## src/rtl/mem_stream_reader_pkg.sv

```systemverilog
// Shared definitions for the memory read-back streamer: width defaults and
// the controller state encoding (visible by name in waveforms).
package mem_stream_reader_pkg;

  localparam int ADDR_WIDTH_DEF = 16;
  localparam int REG_WIDTH_DEF  = 8;

  typedef enum logic [2:0] {
    ST_IDLE,
    ST_REQ,
    ST_ISSUE,
    ST_WAIT,
    ST_HOLD,
    ST_DONE
  } mem_rd_state_t;

endpackage

```

## src/rtl/mem_stream_reader_if.sv

```systemverilog
// Shared memory-port bus plus the outgoing byte stream of the reader.
// master = the reader, slave = arbiter/memory/sink side.
interface mem_stream_reader_if
  import mem_stream_reader_pkg::*;
#(
  parameter int ADDR_WIDTH = ADDR_WIDTH_DEF,
  parameter int DATA_WIDTH = REG_WIDTH_DEF
) ();

  logic                  bus_req;
  logic                  bus_gnt;
  logic [ADDR_WIDTH-1:0] mem_addr;
  logic                  mem_r_w_n;
  logic                  mem_en;
  logic [DATA_WIDTH-1:0] mem_din;
  logic [DATA_WIDTH-1:0] out_data;
  logic                  out_valid;
  logic                  out_ready;

  modport master (
    output bus_req, mem_addr, mem_r_w_n, mem_en, out_data, out_valid,
    input  bus_gnt, mem_din, out_ready
  );

  modport slave (
    input  bus_req, mem_addr, mem_r_w_n, mem_en, out_data, out_valid,
    output bus_gnt, mem_din, out_ready
  );

endinterface

```

## src/rtl/mem_rd_lat_pipe.sv

```systemverilog
// Delays the read strobe by RD_LAT cycles so the controller knows exactly
// which cycle carries valid memory data.
module mem_rd_lat_pipe #(
  parameter int RD_LAT = 1
) (
  input  logic clk,
  input  logic reset_n,
  input  logic issue,
  output logic capture
);

  logic stage_reg [RD_LAT];

  generate
    for (genvar gi = 0; gi < RD_LAT; gi++) begin : g_stage
      if (gi == 0) begin : g_head
        always_ff @(posedge clk or negedge reset_n) begin
          if (!reset_n) stage_reg[gi] <= 1'b0;
          else          stage_reg[gi] <= issue;
        end
      end else begin : g_tail
        always_ff @(posedge clk or negedge reset_n) begin
          if (!reset_n) stage_reg[gi] <= 1'b0;
          else          stage_reg[gi] <= stage_reg[gi-1];
        end
      end
    end
  endgenerate

  assign capture = stage_reg[RD_LAT-1];

endmodule

```

## src/rtl/mem_stream_reader.sv

```systemverilog
// Bus initiator that reads a contiguous memory range one byte at a time
// through a shared, arbitrated port and streams the bytes out valid/ready.
module mem_stream_reader
  import mem_stream_reader_pkg::*;
#(
  parameter int ADDR_WIDTH = ADDR_WIDTH_DEF,
  parameter int DATA_WIDTH = REG_WIDTH_DEF,
  parameter int RD_LAT     = 1
) (
  input  logic                  clk,
  input  logic                  reset_n,
  input  logic                  start,
  input  logic [ADDR_WIDTH-1:0] base_addr,
  input  logic [ADDR_WIDTH:0]   length,
  output logic                  busy,
  output logic                  done,
  mem_stream_reader_if.master   bus
);

  mem_rd_state_t         state_reg;
  logic [ADDR_WIDTH-1:0] cur_addr_reg;
  logic [ADDR_WIDTH:0]   remaining_reg;
  logic                  busy_reg;
  logic                  done_reg;
  logic                  bus_req_reg;
  logic                  mem_en_reg;
  logic [ADDR_WIDTH-1:0] mem_addr_reg;
  logic                  out_valid_reg;
  logic [DATA_WIDTH-1:0] out_data_reg;
  logic                  capture_en;

  mem_rd_lat_pipe #(.RD_LAT(RD_LAT)) u_lat_pipe (
    .clk     (clk),
    .reset_n (reset_n),
    .issue   (mem_en_reg),
    .capture (capture_en)
  );

  // The grant is qualified on the way into ISSUE, so the registered strobe
  // only ever fires in the cycle after the grant was sampled high.
  always_ff @(posedge clk or negedge reset_n) begin
    if (!reset_n) begin
      state_reg     <= ST_IDLE;
      cur_addr_reg  <= '0;
      remaining_reg <= '0;
      busy_reg      <= 1'b0;
      done_reg      <= 1'b0;
      bus_req_reg   <= 1'b0;
      mem_en_reg    <= 1'b0;
      mem_addr_reg  <= '0;
      out_valid_reg <= 1'b0;
      out_data_reg  <= '0;
    end else begin
      done_reg   <= 1'b0;
      mem_en_reg <= 1'b0;
      case (state_reg)
        ST_IDLE: begin
          if (start) begin
            cur_addr_reg  <= base_addr;
            remaining_reg <= length;
            if (length == '0) begin
              state_reg <= ST_DONE;
              done_reg  <= 1'b1;
            end else begin
              state_reg   <= ST_REQ;
              busy_reg    <= 1'b1;
              bus_req_reg <= 1'b1;
            end
          end
        end
        ST_REQ: begin
          if (bus.bus_gnt) begin
            state_reg    <= ST_ISSUE;
            mem_en_reg   <= 1'b1;
            mem_addr_reg <= cur_addr_reg;
            cur_addr_reg <= cur_addr_reg + 1'b1;
          end
        end
        ST_ISSUE: state_reg <= ST_WAIT;
        ST_WAIT: begin
          if (capture_en) begin
            out_data_reg  <= bus.mem_din;
            out_valid_reg <= 1'b1;
            state_reg     <= ST_HOLD;
          end
        end
        ST_HOLD: begin
          if (bus.out_ready) begin
            out_valid_reg <= 1'b0;
            remaining_reg <= remaining_reg - 1'b1;
            if (remaining_reg == (ADDR_WIDTH+1)'(1)) begin
              state_reg   <= ST_DONE;
              done_reg    <= 1'b1;
              busy_reg    <= 1'b0;
              bus_req_reg <= 1'b0;
            end else if (bus.bus_gnt) begin
              state_reg    <= ST_ISSUE;
              mem_en_reg   <= 1'b1;
              mem_addr_reg <= cur_addr_reg;
              cur_addr_reg <= cur_addr_reg + 1'b1;
            end else begin
              state_reg <= ST_REQ;
            end
          end
        end
        ST_DONE: state_reg <= ST_IDLE;
        default: state_reg <= ST_IDLE;
      endcase
    end
  end

  assign busy          = busy_reg;
  assign done          = done_reg;
  assign bus.bus_req   = bus_req_reg;
  assign bus.mem_en    = mem_en_reg;
  assign bus.mem_addr  = mem_addr_reg;
  assign bus.mem_r_w_n = 1'b1;
  assign bus.out_valid = out_valid_reg;
  assign bus.out_data  = out_data_reg;

endmodule

```

## src/flat_wrapper.sv

```systemverilog
// flat-port wrapper written by rule: the top's interface ports become plain ports
module mem_stream_reader_flat import mem_stream_reader_pkg::*;
#(
  parameter int ADDR_WIDTH = ADDR_WIDTH_DEF,
  parameter int DATA_WIDTH = REG_WIDTH_DEF,
  parameter int RD_LAT     = 1
)
  (clk, reset_n, start, base_addr, length, busy, done, bus_bus_req, bus_mem_addr, bus_mem_r_w_n, bus_mem_en, bus_out_data, bus_out_valid, bus_bus_gnt, bus_mem_din, bus_out_ready);
  mem_stream_reader_if #(.ADDR_WIDTH(ADDR_WIDTH), .DATA_WIDTH(DATA_WIDTH)) bus_i ();
  input  logic clk;
  input  logic reset_n;
  input  logic start;
  input  logic [ADDR_WIDTH-1:0] base_addr;
  input  logic [ADDR_WIDTH:0] length;
  output logic busy;
  output logic done;
  output wire logic [$bits(bus_i.bus_req)-1:0] bus_bus_req;
  output wire logic [$bits(bus_i.mem_addr)-1:0] bus_mem_addr;
  output wire logic [$bits(bus_i.mem_r_w_n)-1:0] bus_mem_r_w_n;
  output wire logic [$bits(bus_i.mem_en)-1:0] bus_mem_en;
  output wire logic [$bits(bus_i.out_data)-1:0] bus_out_data;
  output wire logic [$bits(bus_i.out_valid)-1:0] bus_out_valid;
  input wire logic [$bits(bus_i.bus_gnt)-1:0] bus_bus_gnt;
  input wire logic [$bits(bus_i.mem_din)-1:0] bus_mem_din;
  input wire logic [$bits(bus_i.out_ready)-1:0] bus_out_ready;
  assign bus_bus_req = bus_i.bus_req;
  assign bus_mem_addr = bus_i.mem_addr;
  assign bus_mem_r_w_n = bus_i.mem_r_w_n;
  assign bus_mem_en = bus_i.mem_en;
  assign bus_out_data = bus_i.out_data;
  assign bus_out_valid = bus_i.out_valid;
  assign bus_i.bus_gnt = bus_bus_gnt;
  assign bus_i.mem_din = bus_mem_din;
  assign bus_i.out_ready = bus_out_ready;
  mem_stream_reader #(.ADDR_WIDTH(ADDR_WIDTH), .DATA_WIDTH(DATA_WIDTH), .RD_LAT(RD_LAT)) u_core (.clk(clk), .reset_n(reset_n), .start(start), .base_addr(base_addr), .length(length), .busy(busy), .done(done), .bus(bus_i));
endmodule
```

## config.mk

```make
export PLATFORM = sky130hd
export DESIGN_NAME = mem_stream_reader_flat
export DESIGN_NICKNAME = d
export VERILOG_FILES = /design/src/rtl/mem_stream_reader_pkg.sv /design/src/rtl/mem_stream_reader_if.sv /design/src/rtl/mem_rd_lat_pipe.sv /design/src/rtl/mem_stream_reader.sv /design/src/flat_wrapper.sv
export SDC_FILE = /design/constraint.sdc
export NUM_CORES = 1
export LEC_CHECK = 0
export BUFFER_PORTS_ARGS = -buffer_cell sky130_fd_sc_hd__buf_2
export CAP_MARGIN = 10
export CORE_MARGIN = 3
export CORE_UTILIZATION = 55
export CTS_CLUSTER_DIAMETER = 50
export DETAILED_ROUTE_END_ITERATION = 8
export GPL_TIMING_DRIVEN = 0
export PLACE_DENSITY = 0.91
export SYNTH_ARGS = -nofsm -noshare
export SYNTH_HDL_FRONTEND = slang
export SYNTH_HIERARCHICAL = 1
export SYNTH_SLANG_ARGS = --single-unit
```

## constraint.sdc

```tcl
create_clock -name clk -period 2.45 [get_ports clk]
set_clock_uncertainty 0.15 [all_clocks]
set_input_delay 0.735 -clock clk [delete_from_list [all_inputs] [get_ports clk]]
set_output_delay 0.735 -clock clk [all_outputs]
set_load 0.03 [all_outputs]
```

# After elaboration in Yosys (flattened, before gate mapping)
# Index checks and enable logic that the tools add are counted.
[totals]
inputBits = 46
ff_bits = 65
elab_cells = 74
out_inout_bits = 30
[op_classes]
muxes = 37
n_reduce_logical = 13
addsub = 2
n_eq_ne = 12
[ops]
columns = ["op", "count"]
rows = [
  ["$mux W16", 7],
  ["$pmux W16 S3", 1],
  ["$mux W17", 2],
  ["$pmux W17 S2", 1],
  ["$pmux W16 S2", 1],
  ["$mux W3", 6],
  ["$eq A17 B1 Y1 const B", 1],
  ["$logic_not A17 Y1", 1],
  ["$sub A17 B1 Y17 const B", 1],
  ["$add A16 B1 Y16 const B", 1],
  ["$pmux W3 S5", 1],
  ["$mux W1", 13],
  ["$ne A2 B2 Y1 const B", 6],
  ["$reduce_and A3 Y1", 3],
  ["$pmux W1 S2", 4],
  ["$reduce_and A4 Y1", 2],
  ["$eq A3 B2 Y1 const B", 2],
  ["$reduce_bool A2 Y1", 3],
  ["$reduce_and A5 Y1", 1],
  ["$eq A3 B1 Y1 const B", 1],
  ["$eq A3 B3 Y1 const B", 1],
  ["$logic_not A3 Y1", 1],
  ["$reduce_bool A3 Y1", 1],
  ["$mux W2", 1],
  ["2 further kinds", 2],
]

# Depth between registers and ports, before layout
[depth]
word_depth = 5
ltp_mapped = 8
ltp_nobuf = 6

# Cells and area by module
# Netlist, hierarchy kept.
[by_module_without_submodules]
columns = ["module", "instances", "seq_area_each_um2", "cells_each", "area_each_um2"]
rows = [
  ["mem_stream_reader", 1, 1601.5, 361, 3490.8],
  ["mem_rd_lat_pipe", 1, 25.0, 1, 25.0],
]

# Worst setup path before layout
# OpenSTA, ideal clock, no wires.
[synth_timing]
kind = "input port to flip-flop"
start = "input port length[12]"
end = "register u_core.bus_req_reg (netlist: u_core/bus.bus_req)"
slack_ns = 0.333
required_time_ns = 2.205
arrival_ns = 1.871
cell_stages = 4
cell_sequence = "or4_1 -> nor4_1 -> o31ai_1 -> o31ai_1"
[synth_between]
elab_chain_cells = 3
[synth_rtl]
columns = ["element", "line", "text"]
rows = [
  ["from (decl)", "flat_wrapper.sv:14", "input logic [ADDR_WIDTH:0] length;"],
  ["$logic_not A17 Y1", "mem_stream_reader.sv:61", "if (length == '0) begin"],
  ["$ne A2 B2 Y1 (no line)", "--", ""],
  ["$reduce_and A5 Y1 (no line)", "--", ""],
  ["to (signal assigned)", "mem_stream_reader.sv:48", "bus_req_reg <= 1'b0;"],
  ["to (signal assigned)", "mem_stream_reader.sv:67", "bus_req_reg <= 1'b1;"],
  ["to (signal assigned)", "mem_stream_reader.sv:95", "bus_req_reg <= 1'b0;"],
  ["to (decl)", "mem_stream_reader.sv:25", "logic bus_req_reg;"],
]
# No other way between the ends.
# A chain may end at the register's enable or synchronous reset.

# Worst setup path after layout
[layout_timing]
start = "input port bus_out_ready"
end = "register u_core.cur_addr_reg[4]"
[layout_between]
elab_chain_cells = 2
[layout_rtl]
columns = ["element", "line", "text"]
rows = [
  ["from (decl)", "flat_wrapper.sv:25", "input wire logic [$bits(bus_i.out_ready)-1:0] bus_out_ready;"],
  ["$ne A2 B2 Y1 (no line)", "--", ""],
  ["$reduce_and A4 Y1 (no line)", "--", ""],
  ["to (signal assigned)", "mem_stream_reader.sv:59", "cur_addr_reg <= base_addr;"],
  ["to (signal assigned)", "mem_stream_reader.sv:76", "cur_addr_reg <= cur_addr_reg + 1'b1;"],
  ["to (signal assigned)", "mem_stream_reader.sv:100", "cur_addr_reg <= cur_addr_reg + 1'b1;"],
  ["to (decl)", "mem_stream_reader.sv:21", "logic [ADDR_WIDTH-1:0] cur_addr_reg;"],
]
# No other way between the ends.

==> results.md <==
STA
* **final count of hold timing violations** 0
* **post-route clock period utilization** 94.6%
* **highest achievable clock rate** 0.432 GHz
* **unrepaired setup endpoints after global routing** false
* **number of setup violations in the final report** 0
* **transition time at the pin with the least slew margin** 826 ps
* **final period demand of the worst path** 2320 ps
* **Max Slew Vio Count** 0
* **normalized max-slew margin** 44.9%
* **final setup TNS** 0 ps

Clock network
* **hold bufs inserted after CTS** 0
* **clock-pin transition on the worst setup and hold timing paths** 80 ps
* **Inserted Clock Buffers** 9
* **Max Root-Sink Buffers** 2
* **Clock Sinks** 65
* **cell chosen for the clock root** sky130_fd_sc_hd__clkbuf_8
* **TritonCTS clock tree** built
* **count of H-tree levels built during CTS** 3
* **latest clock arrival within the worst-skew pair** 340 ps

Floorplanning
* **Top Ports** 76
* **die area** 7390 µm²
* **Cell Rows** 28
* **starting utilization of the core area** 58.0%
* **Chip Height** 86.0 µm
* **placeable core region** 6060 µm²
* **horizontal die dimension** 86.0 µm

Finish
* **final net count** 495
* **n_diodes** 0
* **cell area after layout** 4220 µm²
* **share of layout cells above drive strength 1** 29.9%
* **fill count** 486
* **area of the multi-input gates** 1760 µm²
* **Sequential Area** 1630 µm²
* **number of flip-flops under the largest register name** 17
* **signed area change from the synthesized netlist to the final layout** 20.0%

Yosys
* **portion of the post-synthesis area used by sequential elements** 46.3%
* **area leader, netlist** sky130_fd_sc_hd__dfrtp_1
* **Mapped Cells** 362
* **most common flop cell mapped by yosys** sky130_fd_sc_hd__dfrtp_1
* **count of synthesis-stage warnings from yosys** 6
* **most numerous cell types in the synthesized netlist** sky130_fd_sc_hd__dfrtp_1 (65), sky130_fd_sc_hd__a21oi_1 (42), sky130_fd_sc_hd__nand2_1 (37), sky130_fd_sc_hd__o21ai_0 (25), sky130_fd_sc_hd__nor2_1 (23)
* **top area cells in the synthesized netlist** sky130_fd_sc_hd__dfrtp_1 (46%), sky130_fd_sc_hd__a21oi_1 (6.0%), sky130_fd_sc_hd__mux2_2 (5.4%)
* **XOR/XNOR Fraction of Synth Area** 0.249%
* **post-synthesis share of cell area spent on full adders, half adders and majority gates** 1.07%
* **Synthesized Nets** 411
* **share of flip-flops with an asynchronous set or reset after synthesis** 100%
* **proportion of synthesized area in mux cells** 9.86%
* **Avg Synthesized Cell Area** 9.71 µm²
* **fraction of the mapped netlist area in compound gates** 20.8%
* **area fraction of the dominant cell type after synthesis** 46.3%
* **synthesized flop and latch total** 65
* **count of different cell masters after synthesis** 54
* **Simple-Gate Fraction of Synth Area** 17.7%
* **main combinational cell family by area after synthesis** compound AO/OA/AOI/OAI gates
* **number of enable-type register cells in the synthesized netlist** 0
* **most frequent cell after synthesis** sky130_fd_sc_hd__dfrtp_1
* **combined area of all synthesized cells** 3520 µm²

Setup path
* **worst endpoint required time** 2500 ps
* **launch instance of the worst register-to-register path** u_core/remaining_reg[11]$_DFFE_PN0P_
* **FF-to-FF setup slack** 140 ps
* **kind of end point of the critical path** register
* **nature of the critical path startpoint** input port
* **arrival time at the worst endpoint** 2370 ps
* **type of the worst setup path** input port to register
* **highest net fanout along the worst path** 10
* **cells on worst reg2reg path** 7
* **Critical R2R Capture** u_core/bus.mem_addr[7]$_DFFE_PN0P_

Power and ir drop
* **total power density per cell area** 1430 nW/µm²
* **IR Drop Worst-Case VDD** 0.798 mV
* **Sequential Power Share** 34.7%
* **Comb power frac** 48.0%
* **leak pwr** 1.86 nW
* **total power consumption of the routed design** 0.00604 W
* **switching share of total power** 44.2%
* **internal cell power** 0.00337 W
* **share of power burned in the clock network** 17.2%
* **P_sw** 0.00267 W

GRT
* **maximum number of pins on one net before global-route repair** 66
* **via count of the first global-routing pass** 3213
* **All-Layer GR Usage** 25.3%
* **global-route wire length before repair** 14900 µm
* **initial antenna violation count** 0
* **overall overflow remaining after global route** 0

Detailed routing
* **drt pass-1 iters** 5
* **total DRC errors in the routed layout** 0
* **number of nets still failing antenna checks after routing** 0
* **total detailed-routing wirelength** 9100 µm
* **routed vias** 3340
* **Avg WL per Cell** 17.3 µm
* **initial DRC count** 336
* **Vias per Instance** 6.35

Min path
* **end of the worst hold path** u_core/u_lat_pipe/capture$_DFF_PN0_
* **WHS Path Cells** 0
* **Hold/Removal Path Class** register to register
* **startpoint of the lowest-slack hold path** u_core/bus.mem_en$_DFF_PN0_

Placement
* **placed standard-cell area** 3980 µm²
* **port bufs** 73
* **detailed placer's ending HPWL** 6380 µm
* **Placer Congestion** 0.891

Run status
* **run status** finished, final reports clean

Job
* **max-cap check violation count** 0

-- through the flow --
stage	cells	hold slack (ps)	util [%]	setup slack [ps]
after detailed placement	510	212	65.6	-125
after global routing	526	252	69.6	7.94
final	526	228	69.6	133
after global placement	510	207	65.6	-105
after CTS	526	230	69.4	96.7
after floorplan	362	289	-	333
-- metal layers --
layer / global-route usage [%] / vias up / wire [µm] / part of all wire [%]
met5: 0 / - / 0 / 0
met4: 9.50 / 0 / 161 / 1.8
met3: 5.67 / 29 / 672 / 7.4
met2: 40.6 / 182 / 4410 / 48
met1: 33.3 / 1619 / 3850 / 42
li1: - / 1510 / - / -
-- cell type report --
type,count,area share [%]
clock buffers,11,3.59
well taps,75,2.22
plain buffers,22,2.91
clock inverters,5,1.84
inverters,5,0.445
multi-input cells,270,41.7
repair buffers,73,8.72
flip-flops and latches,65,38.6
-- power groups by stage --
stage | sequential [W] | combinational [W] | clock, W
final | 0.00210 | 0.00290 | 0.00104
after global routing | 0.00218 | 0.00314 | 0.00111
after CTS | 0.00208 | 0.00286 | 0.00105
after detailed placement | 0.00209 | 0.00284 | 0
after global placement | 0.00206 | 0.00274 | 0
after floorplan | 0.00242 | 0.00173 | 0
-- cell usage in the layout (no fill, tap or decap), types with 6 or more instances in the layout --
| cell type | netlist | routed |
|---|---|---|
| sky130_fd_sc_hd__dfrtp_1 | 65 | 65 |
| sky130_fd_sc_hd__mux2_4 | 9 | 9 |
| sky130_fd_sc_hd__clkbuf_8 | 0 | 11 |
| sky130_fd_sc_hd__nand2_1 | 37 | 37 |
| sky130_fd_sc_hd__clkbuf_1 | 11 | 11 |
| sky130_fd_sc_hd__o22ai_1 | 6 | 6 |
| sky130_fd_sc_hd__buf_2 | 7 | 79 |
| sky130_fd_sc_hd__nor2_1 | 23 | 23 |
| sky130_fd_sc_hd__nand3_1 | 16 | 16 |
| sky130_fd_sc_hd__mux2_2 | 17 | 17 |
| sky130_fd_sc_hd__a21oi_1 | 42 | 42 |
| sky130_fd_sc_hd__o21ai_0 | 25 | 25 |
| sky130_fd_sc_hd__nor3_1 | 12 | 12 |
-- logic make-up (layout without fill, tap and decap cells) --
group	Yosys count	in the layout
simple gates	122	122
fa+ha+maj	3	3
compound gates	115	115
flops	65	65
xor+xnor	1	1
buf+inv	27	116
other cells	1	1
mux	28	28
-- worst max-delay path, stage by stage --
cell and delay, ps:
sky130_fd_sc_hd__buf_2 120, sky130_fd_sc_hd__and4bb_2 350, sky130_fd_sc_hd__a22oi_1 140, sky130_fd_sc_hd__a31oi_2 410, sky130_fd_sc_hd__clkbuf_1 460, sky130_fd_sc_hd__a21oi_1 150
-- worst max-delay path by stage --
stage	startpoint	end	slack, ps	cells past startpoint
2_1_floorplan	length[12]	u_core/bus.bus_req$_DFFE_PN0P_	330	4
3_3_place_gp	bus_out_ready	u_core/cur_addr_reg[5]$_DFFE_PN0P_	-100	6
3_5_place_dp	bus_out_ready	u_core/cur_addr_reg[5]$_DFFE_PN0P_	-130	6
4_1_cts	u_core/remaining_reg[12]$_DFFE_PN0P_	u_core/bus.mem_addr[7]$_DFFE_PN0P_	100	6
5_1_grt	u_core/state_reg[0]$_DFFE_PN0P_	u_core/cur_addr_reg[4]$_DFFE_PN0P_	8	5
6_report	bus_out_ready	u_core/cur_addr_reg[4]$_DFFE_PN0P_	130	6
-- what timing repair did --
item,in CTS,in global routing
setup buffers,0,0
endpoints found under the setup margin,0,10
gates resized for setup,0,2
Note: power is estimated with default switching activity, not from simulation.
